===== config.mk =====
export PLATFORM = sky130hd
export DESIGN_NAME = dsram_req_ctrl
export DESIGN_NICKNAME = d
export VERILOG_FILES = /design/src/rtl/dsram_req_ctrl.sv
export SDC_FILE = /design/constraint.sdc
export NUM_CORES = 1
export LEC_CHECK = 0
export ABC_AREA = 1
export CORE_UTILIZATION = 36
export CTS_BUF_LIST = sky130_fd_sc_hd__clkbuf_8 sky130_fd_sc_hd__clkbuf_16
export DETAILED_ROUTE_END_ITERATION = 6
export PLACE_DENSITY = 0.85
export SLEW_MARGIN = 20
export SYNTH_ARGS = -nofsm -noshare
export SYNTH_HDL_FRONTEND = slang
export SYNTH_SLANG_ARGS = --single-unit

===== constraint.sdc =====
create_clock -name clk -period 2 [get_ports clk]
set_clock_uncertainty 0.05 [all_clocks]
set_input_delay 0.4 -clock clk [delete_from_list [all_inputs] [get_ports clk]]
set_output_delay 0.4 -clock clk [all_outputs]
set_load 0.02 [all_outputs]

===== src/rtl/dsram_req_ctrl.sv =====
// dsram_req_ctrl: MEM-stage data request sequencer for an SRAM-like bus.
// A single hold register captures one access and presents it on the bus
// until the address phase is accepted. In-flight transactions are counted
// so that data_ok beats can be routed back to MEM/WB in issue order. On a
// pipeline flush, every transaction issued before the flush, including one
// still waiting in the hold register, is marked for silent discard.
module dsram_req_ctrl #(
  parameter int MAX_OUTST = 2,
  parameter int CNT_W     = 3
) (
  input  logic        clk,
  input  logic        reset,

  // MEM-stage request side
  input  logic        req_valid,
  output logic        req_ready,
  input  logic        req_wr,
  input  logic [1:0]  req_size,
  input  logic [3:0]  req_wstrb,
  input  logic [31:0] req_addr,
  input  logic [31:0] req_wdata,
  input  logic        flush,

  // MEM/WB response side
  output logic        resp_valid,
  output logic [31:0] resp_rdata,

  // SRAM-like data bus
  output logic        data_req,
  output logic        data_wr,
  output logic [1:0]  data_size,
  output logic [3:0]  data_wstrb,
  output logic [31:0] data_addr,
  output logic [31:0] data_wdata,
  input  logic        data_addr_ok,
  input  logic        data_data_ok,
  input  logic [31:0] data_rdata
);

  localparam logic [CNT_W-1:0] MAX_CNT = CNT_W'(MAX_OUTST);
  localparam logic [CNT_W-1:0] CNT_ONE = CNT_W'(1);

  // Hold register: the one access currently owned by the bus address phase.
  logic        hold_valid_q, hold_valid_d;
  logic        hold_kill_q,  hold_kill_d;
  logic        hold_wr_q,    hold_wr_d;
  logic [1:0]  hold_size_q,  hold_size_d;
  logic [3:0]  hold_wstrb_q, hold_wstrb_d;
  logic [31:0] hold_addr_q,  hold_addr_d;
  logic [31:0] hold_wdata_q, hold_wdata_d;

  // In-flight bookkeeping: transactions past addr_ok, and how many of the
  // oldest ones must be swallowed when their data_ok arrives.
  logic [CNT_W-1:0] outst_cnt_q,   outst_cnt_d;
  logic [CNT_W-1:0] discard_cnt_q, discard_cnt_d;

  // Handshake qualifiers for this cycle.
  logic req_fire;
  logic addr_fire;
  logic data_fire;
  logic discard_inc;
  logic discard_dec;

  // Bus side is a direct view of the hold register, so it cannot change
  // while data_req is waiting for addr_ok.
  assign data_req   = hold_valid_q;
  assign data_wr    = hold_wr_q;
  assign data_size  = hold_size_q;
  assign data_wstrb = hold_wstrb_q;
  assign data_addr  = hold_addr_q;
  assign data_wdata = hold_wdata_q;

  // Accept only into an empty hold slot, never during a flush, and only
  // while there is room for one more in-flight transaction.
  assign req_ready = !reset && !hold_valid_q && !flush && (outst_cnt_q < MAX_CNT);
  assign req_fire  = req_valid && req_ready;

  assign addr_fire = hold_valid_q && data_addr_ok;
  // A data_ok with nothing outstanding belongs to no transaction of ours.
  assign data_fire = data_data_ok && (outst_cnt_q != '0);

  assign discard_dec = data_fire && (discard_cnt_q != '0);
  assign discard_inc = addr_fire && hold_kill_q;

  // Responses pass straight through in the data_ok cycle unless the oldest
  // transaction is marked dead or a flush kills it on arrival.
  assign resp_valid = !reset && data_fire && (discard_cnt_q == '0) && !flush;
  assign resp_rdata = resp_valid ? data_rdata : '0;

  // Next-state for the hold register: load on accept, release on addr_ok.
  always_comb begin
    // NOTE: every variable gets its default first so no path leaves it
    // unassigned; otherwise synthesis infers a latch to remember it.
    hold_valid_d = hold_valid_q;
    hold_kill_d  = hold_kill_q;
    hold_wr_d    = hold_wr_q;
    hold_size_d  = hold_size_q;
    hold_wstrb_d = hold_wstrb_q;
    hold_addr_d  = hold_addr_q;
    hold_wdata_d = hold_wdata_q;

    if (req_fire) begin
      hold_valid_d = 1'b1;
      hold_wr_d    = req_wr;
      hold_size_d  = req_size;
      hold_wstrb_d = req_wstrb;
      hold_addr_d  = req_addr;
      hold_wdata_d = req_wdata;
    end else if (addr_fire) begin
      hold_valid_d = 1'b0;
    end

    // A held request cannot be withdrawn from the bus, so a flush only
    // marks it; the mark turns into a discard slot when addr_ok arrives.
    // A flush coinciding with addr_ok is covered by the discard counter
    // reload below instead.
    if (addr_fire) begin
      hold_kill_d = 1'b0;
    end else if (flush && hold_valid_q) begin
      hold_kill_d = 1'b1;
    end
  end

  // Next-state for the in-flight and discard counters.
  always_comb begin
    outst_cnt_d = outst_cnt_q;
    if (addr_fire && !data_fire) begin
      outst_cnt_d = outst_cnt_q + CNT_ONE;
    end else if (!addr_fire && data_fire) begin
      outst_cnt_d = outst_cnt_q - CNT_ONE;
    end

    discard_cnt_d = discard_cnt_q;
    if (flush) begin
      // Everything in flight after this cycle's moves predates the flush.
      discard_cnt_d = outst_cnt_d;
    end else if (discard_inc && !discard_dec) begin
      discard_cnt_d = discard_cnt_q + CNT_ONE;
    end else if (!discard_inc && discard_dec) begin
      discard_cnt_d = discard_cnt_q - CNT_ONE;
    end
  end

  // State registers with synchronous reset.
  always_ff @(posedge clk) begin
    // NOTE: non-blocking assignments here so every flop samples the
    // pre-edge value of the others, independent of statement order.
    if (reset) begin
      hold_valid_q  <= 1'b0;
      hold_kill_q   <= 1'b0;
      hold_wr_q     <= 1'b0;
      hold_size_q   <= '0;
      hold_wstrb_q  <= '0;
      hold_addr_q   <= '0;
      hold_wdata_q  <= '0;
      outst_cnt_q   <= '0;
      discard_cnt_q <= '0;
    end else begin
      hold_valid_q  <= hold_valid_d;
      hold_kill_q   <= hold_kill_d;
      hold_wr_q     <= hold_wr_d;
      hold_size_q   <= hold_size_d;
      hold_wstrb_q  <= hold_wstrb_d;
      hold_addr_q   <= hold_addr_d;
      hold_wdata_q  <= hold_wdata_d;
      outst_cnt_q   <= outst_cnt_d;
      discard_cnt_q <= discard_cnt_d;
    end
  end

  // Structural invariants of the bookkeeping, checked in simulation.
  always_ff @(posedge clk) begin
    if (!reset) begin
      assert (outst_cnt_q <= MAX_CNT);
      assert (discard_cnt_q <= outst_cnt_q);
      assert (!hold_kill_q || hold_valid_q);
    end
  end

endmodule


==> results of run 1 <==
## metrics by stage
stage          utilization  worst slack [ps]  cell area, µm²  instances
3_3_place_gp         0.674              -611            5960        783
5_1_grt              0.715              -315            6320        805
4_1_cts              0.714              -217            6320        805
6_report             0.715              -246            6320        805
3_5_place_dp         0.674              -663            5960        783
2_1_floorplan            -              2.50            3630        453
## metal layers
layer,part of all wire,vias to the layer above,GRT usage
li1,-,1880,-
met4,0.020,0,0.0909
met2,0.52,168,0.439
met5,0,-,0
met3,0.090,22,0.0709
met1,0.37,1666,0.236
## worst min-delay path, cell delays in order (launching register included)
cell and delay, ps:
dfxtp_1 330, nor2_1 50, nor2_1 80
## kinds of logic (layout without fill, tap and decap cells)
kind of cell / after synthesis / after routing / synth area share
XOR/XNOR: 1 / 1 / 0.00263
AND/OR/NAND/NOR: 221 / 221 / 0.267
AO/OA/AOI/OAI: 80 / 80 / 0.121
adder cells (fa/ha/maj): 4 / 4 / 0.0173
buffers and inverters: 68 / 312 / 0.116
flip-flops: 79 / 79 / 0.476
## layout by cell type, fill, tap and decap left out, types with 3 or more instances in the layout
master	n
dlygate4sd2_1	3
dfxtp_2	3
buf_6	30
buf_16	3
clkbuf_8	9
inv_2	6
dfxtp_1	76
buf_4	32
inv_1	34
clkdlybuf4s50_1	178
nand3_1	8
o21ai_0	74
inv_8	3
nand4_1	3
nand2_1	18
nor2_1	152
nor2_4	30
a21oi_1	5
buf_12	7
## cell type report
class / instances / area, µm² / area share
Multi-Input combinational cell: 306 / 1620 / 0.255
Timing Repair Buffer: 253 / 2610 / 0.412
Sequential cell: 79 / 1590 / 0.251
Tap cell: 108 / 135 / 0.0214
Clock inverter: 7 / 85.1 / 0.0135
Clock buffer: 9 / 124 / 0.0196
Inverter: 43 / 171 / 0.0271
## what timing repair did
| action | CTS | global route |
|---|---|---|
| pin swaps | 4 | 0 |
| buffers inserted | 3 | 0 |
| hold buffers | 0 | 0 |
| gates cloned | 3 | 0 |
| endpoints found under the setup margin | 35 | 36 |
| gates resized for setup | 204 | 2 |
## registers in the layout, summed over array words and instances (netlist names)
name	count
data_wdata	32
outst_cnt_q	3
data_size	2
data_addr	32
hold_kill_q	1
data_wstrb	4
data_req	1
discard_cnt_q	3
data_wr	1
## worst min-delay path by stage
stage / from / to / slack (ps) / cells after the start
after CTS: data_addr[9] / data_addr[9] / 440 / 2
after global routing: data_wdata[25] / data_wdata[25] / 460 / 2
final: data_addr[9] / data_addr[9] / 440 / 2
after global placement: data_wdata[10] / data_wdata[10] / 410 / 2
after floorplan: reset / outst_cnt_q[1] / 410 / 1
after detailed placement: data_addr[20] / data_addr[20] / 420 / 2
## power by group through the flow
stage | logic (mW) | registers, mW | clock network, mW
after floorplan | 0.769 | 2.12 | 0
after global placement | 1.76 | 1.90 | 0
after detailed placement | 1.82 | 1.91 | 0
after CTS | 1.92 | 1.88 | 1.29
after global routing | 2.08 | 1.91 | 1.35
final | 1.93 | 1.88 | 1.25
==> key figures, run 1 <==
Routing
  • Final WL: 11000 µm
  • DR pass1 iterations: 7
  • Post-route ant nets: 0
  • DR vias: between 3000 and 4000
  • DRT iter0 DRCs: 103
  • Drt wl/cell: between 10 and 15 µm
  • DRC violation count after routing: 18
  • Routed vias/inst: 4.64

Worst setup path
  • CP Cell Sequence: clkdlybuf4s50_1 > inv_2 > nand2_4 > nor3_4 > inv_4 > buf_16 > nor2_4 > buf_6
  • Startpoint class of the critical path: primary input
  • FF-to-FF path depth: 10
  • R2r setup slk: 70 ps
  • Critical R2R Capture: discard_cnt_q[2]
  • Critical Path AT: 1800 ps
  • Worst setup startpoint: flush
  • RR Startpoint: outst_cnt_q[0]
  • WS Path Type: in -> out
  • Largest delay share family, worst path: buffers and inverters
  • Worst Path Required: 1550 ps
  • Buffers and inverters on the worst path: 5
  • WP depth: 8
  • Crit Path Max Fanout: 9
  • Biggest cell delay along the critical path: 450 ps
  • Endpoint class of the critical path: output port
  • Critical Path Sink: resp_rdata[2]
  • CP max-delay cell: clkdlybuf4s50_1

Synthesis
  • Ys async rst share: 0
  • Yosys top cell by area: dfxtp_1
  • Synth cell types: 23
  • Syn Std Cell Area: about 0.0033 mm²
  • Most frequent cell after synthesis: nor2_1
  • Post-synth EDFFs: 0
  • Warning count from the yosys run: 0
  • Syn Area/Cell: 7.34 µm²
  • Top_reg_cell synth: dfxtp_1
  • Post-synth top area share: 0.476
  • Yosys reg bits: around 80
  • Syn_nets: 566
  • Synth top area cells: dfxtp_1, nor2_1, o21ai_0
  • Mapped Cells: 453
  • Commonest cells in the netlist: nor2_1, dfxtp_1, o21ai_0, inv_1, nand2_1
  • Sequential area share after synthesis: 0.476

Pwr
  • Switching fraction of total power: 0.336
  • Overall power: 5.05 mW
  • Pint: approximately 3.4 mW
  • Leak: between 2 and 3 nW
  • Comb power frac: 0.381
  • NetSw: approximately 1.7 mW
  • Power per cell area: 799 mW/mm²
  • VDD IR max: between 0.4 and 0.5 mV
  • Clock Power Share: 0.247
  • Sequential Power Share: 0.372

Clock network
  • CTS Buffer Depth: 2
  • CTS H-tree depth: 3
  • CTS sink cnt: 79
  • Worst skew pair latency: 340 ps
  • CTS Buf Count: 9
  • CTS tree: yes
  • Clock Pin Slew Worst Setup and Hold Paths: 80 ps
  • CTS Root Buffer Type: clkbuf_8

Die
  • IO Count: approximately 220
  • Die height: 98.1 µm
  • Starting Density: 0.376
  • Core Rows: 34
  • Die area: 0.00963 mm²
  • Die W: 98.1 µm
  • Core ar.: 0.00885 mm²

STA
  • Slew HR: 0.581
  • Setup violators final: 33
  • Fmax: 0.445 GHz
  • Final Critical Period: 2250 ps
  • Period utilization: 1.12
  • Final worst slack: -246 ps
  • Final slew viol count: 0
  • Hold_ws: roughly 440 ps
  • Slew @ Worst Pin: 628 ps
  • Final Hold Viols: 0
  • RSZ-0062 raised after global routing: true
  • Final TNS setup: -5950 ps

Finish
  • Fillcell total: 671
  • Layout cells sized above 1: 0.199
  • Layout area overhead: 90.2%
  • Ant. Diodes: 0
  • Layout net count: 805

Global route
  • Vias in the first global route: 3787
  • Tot GR Track Use: 0.232
  • First-pass GRT wire length: about 18000 µm
  • Antenna violations before repair: 0
  • Total gr overflow: 0
  • Largest net degree at the start of global routing: 75

Worst hold path
  • Worst hold path type: reg -> reg

Outcome
  • Status: finished, violations left
  • Failing checks: design-rule violations, negative setup slack

Flow run
  • Max-cap violation count: 0

Placed design
  • Number of port buffers: 214
  • Dpl hpwl: ~8100 µm
  • GP Congestion: 0.812
(Power assumes the default switching activity.)
==> run 2: changes to the inputs <==
--- a/config.mk
+++ b/config.mk
@@ -6,6 +6,7 @@
 export NUM_CORES = 1
 export LEC_CHECK = 0
 export ABC_AREA = 1
+export CAP_MARGIN = 20
 export CORE_UTILIZATION = 36
 export CTS_BUF_LIST = sky130_fd_sc_hd__clkbuf_8 sky130_fd_sc_hd__clkbuf_16
 export DETAILED_ROUTE_END_ITERATION = 6
==> results of run 2 <==
No change in the layout: final DEF, timing and power equal those of run 1.
==> run 3: changes to the inputs <==
--- a/config.mk
+++ b/config.mk
@@ -6,9 +6,11 @@
 export NUM_CORES = 1
 export LEC_CHECK = 0
 export ABC_AREA = 1
+export ABC_CLOCK_PERIOD_IN_PS = 2100
 export CAP_MARGIN = 20
 export CORE_UTILIZATION = 36
 export CTS_BUF_LIST = sky130_fd_sc_hd__clkbuf_8 sky130_fd_sc_hd__clkbuf_16
+export CTS_CLUSTER_SIZE = 28
 export DETAILED_ROUTE_END_ITERATION = 6
 export PLACE_DENSITY = 0.85
 export SLEW_MARGIN = 20
==> constraint.sdc (replaced) <==
create_clock -name clk -period 2.1 [get_ports clk]
set_clock_uncertainty 0.05 [all_clocks]
set_input_delay 0.42 -clock clk [delete_from_list [all_inputs] [get_ports clk]]
set_output_delay 0.42 -clock clk [all_outputs]
set_load 0.02 [all_outputs]
==> run 3 against run 2 <==
Compared with the run above:
- the run still ends with design-rule violations, negative setup slack left
- via count is 0.32% higher
- power is 6.2% lower
- combinational power is 8% lower
- setup slack hardly changed
- largest cell class unchanged
- critical path depth is 1 higher
- global-route usage is 1.8 points lower
- wire length is 4.7% lower
==> key figures, run 3 (same netlist as run 1, synthesis figures left out) <==
Outcome
  • Status: finished, violations left (unchanged)
  • Failing checks: design-rule violations, negative setup slack (unchanged)

Worst setup path
  • Endpoint class of the critical path: output port (unchanged)
  • FF-to-FF path depth: 10 (unchanged)
  • RR Startpoint: data_req (was outst_cnt_q[0])
  • Startpoint class of the critical path: register (was primary input)
  • WS Path Type: reg -> out (was in -> out)
  • Critical Path AT: 1880 ps (was 1800 ps)
  • Crit Path Max Fanout: 6 (was 9)
  • CP max-delay cell: dfxtp_2 (was clkdlybuf4s50_1)
  • Critical R2R Capture: discard_cnt_q[2] (unchanged)
  • Largest delay share family, worst path: buffers and inverters (unchanged)
  • R2r setup slk: 160 ps (was 70 ps)
  • Worst Path Required: 1630 ps (was 1550 ps)
  • CP Cell Sequence: inv_2 > ha_4 > nand2_4 > nand2_4 > nor3_4 > clkinvlp_4 > buf_4 > nor2_1 > buf_4 (was clkdlybuf4s50_1 > inv_2 > nand2_4 > nor3_4 > inv_4 > buf_16 > nor2_4 > buf_6)
  • Biggest cell delay along the critical path: 350 ps (was 450 ps)
  • Buffers and inverters on the worst path: 4 (was 5)

Clock network
  • Worst skew pair latency: 350 ps (was 340 ps)
  • CTS sink cnt: 79 (unchanged)
  • CTS Buffer Depth: 2 (unchanged)
  • CTS tree: yes (unchanged)
  • Clock Pin Slew Worst Setup and Hold Paths: 80 ps (about the same)
  • CTS Buf Count: 9 (unchanged)
  • Hold_buf cts: 0 (unchanged)
  • CTS Root Buffer Type: clkbuf_8 (unchanged)
  • CTS H-tree depth: 3 (unchanged)

Worst hold path
  • Hold path cells: 2 (unchanged)
  • Worst hold path type: reg -> reg (unchanged)
  • Hold path endpoint: data_addr[26] (was data_addr[9])
  • Hold Startpoint: data_addr[26] (was data_addr[9])

Routing
  • Post-route ant nets: 0 (unchanged)
  • DRC violation count after routing: 16 (was 18)
  • Final WL: 10500 µm (was 11000 µm)
  • DR pass1 iterations: 7 (unchanged)
  • DR vias: 3748 (was 3736)
  • Routed vias/inst: 4.63 (was 4.64)
  • DRT iter0 DRCs: 82 (was 103)
  • Drt wl/cell: 13.0 µm (was 13.7 µm)

Die
  • Starting Density: 0.376 (unchanged)
  • IO Count: 215 (unchanged)
  • Die area: 0.00963 mm² (unchanged)
  • Core ar.: 0.00885 mm² (unchanged)
  • Die W: 98.1 µm (unchanged)
  • Die height: 98.1 µm (unchanged)
  • Core Rows: 34 (unchanged)

Global route
  • First-pass GRT wire length: 16700 µm (was 17700 µm)
  • Largest net degree at the start of global routing: 75 (unchanged)
  • Tot GR Track Use: 0.214 (was 0.232)
  • Antenna violations before repair: 0 (unchanged)
  • Total gr overflow: 0 (unchanged)
  • Vias in the first global route: 3727 (was 3787)

STA
  • Hold_ws: 434 ps (was 436 ps)
  • Setup violators final: 32 (was 33)
  • Fmax: approximately 0.43 GHz
  • Final Critical Period: 2350 ps
  • Period utilization: 1.12
  • Slew @ Worst Pin: 570 ps (was 628 ps)
  • Final slew viol count: 0 (unchanged)
  • Final worst slack: -246 ps (about the same)
  • Final Hold Viols: 0 (unchanged)
  • Slew HR: 0.620 (was 0.581)
  • RSZ-0062 raised after global routing: true (unchanged)

Finish
  • Fillcell total: 736 (was 671)
  • Most frequent cells in the layout: nor2_1, clkdlybuf4s50_1, dfxtp_1 (was clkdlybuf4s50_1, nor2_1, dfxtp_1)
  • Layout cells sized above 1: 0.164 (was 0.199)
  • Layout area overhead: 78.9% (was 90.2%)
  • Final core utilization: 0.672 (was 0.715)
  • Ant. Diodes: 0 (unchanged)
  • Layout net count: 809 (was 805)
  • Most common cell after layout, fill and taps aside: nor2_1 (was clkdlybuf4s50_1)

Pwr
  • Pint: 3.15 mW (was 3.36 mW)
  • Leak: 2.55 nW (was 2.60 nW)
  • Clock Power Share: 0.247 (about the same)
  • Switching fraction of total power: 0.336 (about the same)
  • NetSw: 1.59 mW (was 1.70 mW)
  • Comb power frac: 0.376 (was 0.381)
  • Sequential Power Share: 0.377 (was 0.372)
  • Power per cell area: 797 mW/mm² (was 799 mW/mm²)
  • VDD IR max: 0.485 mV (was 0.461 mV)

Placed design
  • Number of port buffers: 214 (unchanged)
  • GP Congestion: 0.869 (was 0.812)
  • Dpl hpwl: 7570 µm (was 8140 µm)
  • Placement Setup Slack: -609 ps (was -663 ps)

Flow run
  • Max-cap violation count: 0 (unchanged)
run 3: cell count changes in the layout (fill, tap and decap cells not counted), sizes merged:
| cell | before | now |
|---|---|---|
| clkinv | 1 | 4 |
| buf | 72 | 74 |
| clkdlybuf4s15 | 0 | 1 |
| dlygate4sd2 | 3 | 2 |
| inv | 46 | 45 |
run 3: worst min-delay path: stages (launching register included):
cell and delay [ps]:
dfxtp_1 330, nor2_1 50, nor2_1 80
run 3: area by class of cell:
cell class	count	area, µm²	share of cell area
Clock buffer	9	124	0.0208
Sequential cell	79	1580	0.266
Clock inverter	7	80.1	0.0135
Timing Repair Buffer	255	2410	0.406
Inverter	43	176	0.0297
Multi-Input combinational cell	306	1420	0.239
Timing Repair inverter	2	13.8	0.00231
Tap cell	108	135	0.0227
run 3: power groups by stage:
stage | logic [mW] | registers, mW | clock network [mW]
2_1_floorplan | 0.650 | 2.01 | 0
3_3_place_gp | 1.59 | 1.80 | 0
3_5_place_dp | 1.64 | 1.82 | 0
4_1_cts | 1.73 | 1.79 | 1.20
5_1_grt | 1.93 | 1.81 | 1.26
6_report | 1.78 | 1.79 | 1.17
run 3: how the worst max path moves through the flow:
stage / startpoint / endpoint / slack, ps / depth (start not counted)
4_1_cts: outst_cnt_q[1] / resp_rdata[4] / -220 / 9
3_3_place_gp: flush / resp_rdata[29] / -520 / 7
5_1_grt: outst_cnt_q[0] / resp_rdata[11] / -340 / 9
2_1_floorplan: outst_cnt_q[1] / resp_rdata[0] / -60 / 8
3_5_place_dp: flush / resp_rdata[0] / -610 / 7
6_report: outst_cnt_q[1] / resp_rdata[4] / -250 / 9
run 3: what timing repair did:
action                                  4_1_cts  5_1_grt
endpoints found under the setup margin       34       36
gates cloned                                  2        0
pin swaps                                     3        0
buffers inserted                              9        3
gates resized for setup                     192        3
endpoints found under the hold margin         0        0
run 3: metal layers:
layer | vias to the layer above | GRT usage | wire length (µm)
li1 | 1890 | - | -
met1 | 1699 | 0.223 | 4060
met2 | 138 | 0.408 | 5510
met3 | 21 | 0.0594 | 781
met4 | 0 | 0.0723 | 173
met5 | - | 0 | 0
run 3: metrics by stage:
step / instances / area (µm²) / setup TNS (ps) / power [mW]
2_1_floorplan: 453 / 3330 / -1780 / 2.66
3_3_place_gp: 780 / 5660 / -18570 / 3.40
3_5_place_dp: 780 / 5660 / -20410 / 3.46
4_1_cts: 807 / 5930 / -2720 / 4.73
5_1_grt: 809 / 5950 / -7200 / 5.00
6_report: 809 / 5950 / -4090 / 4.74
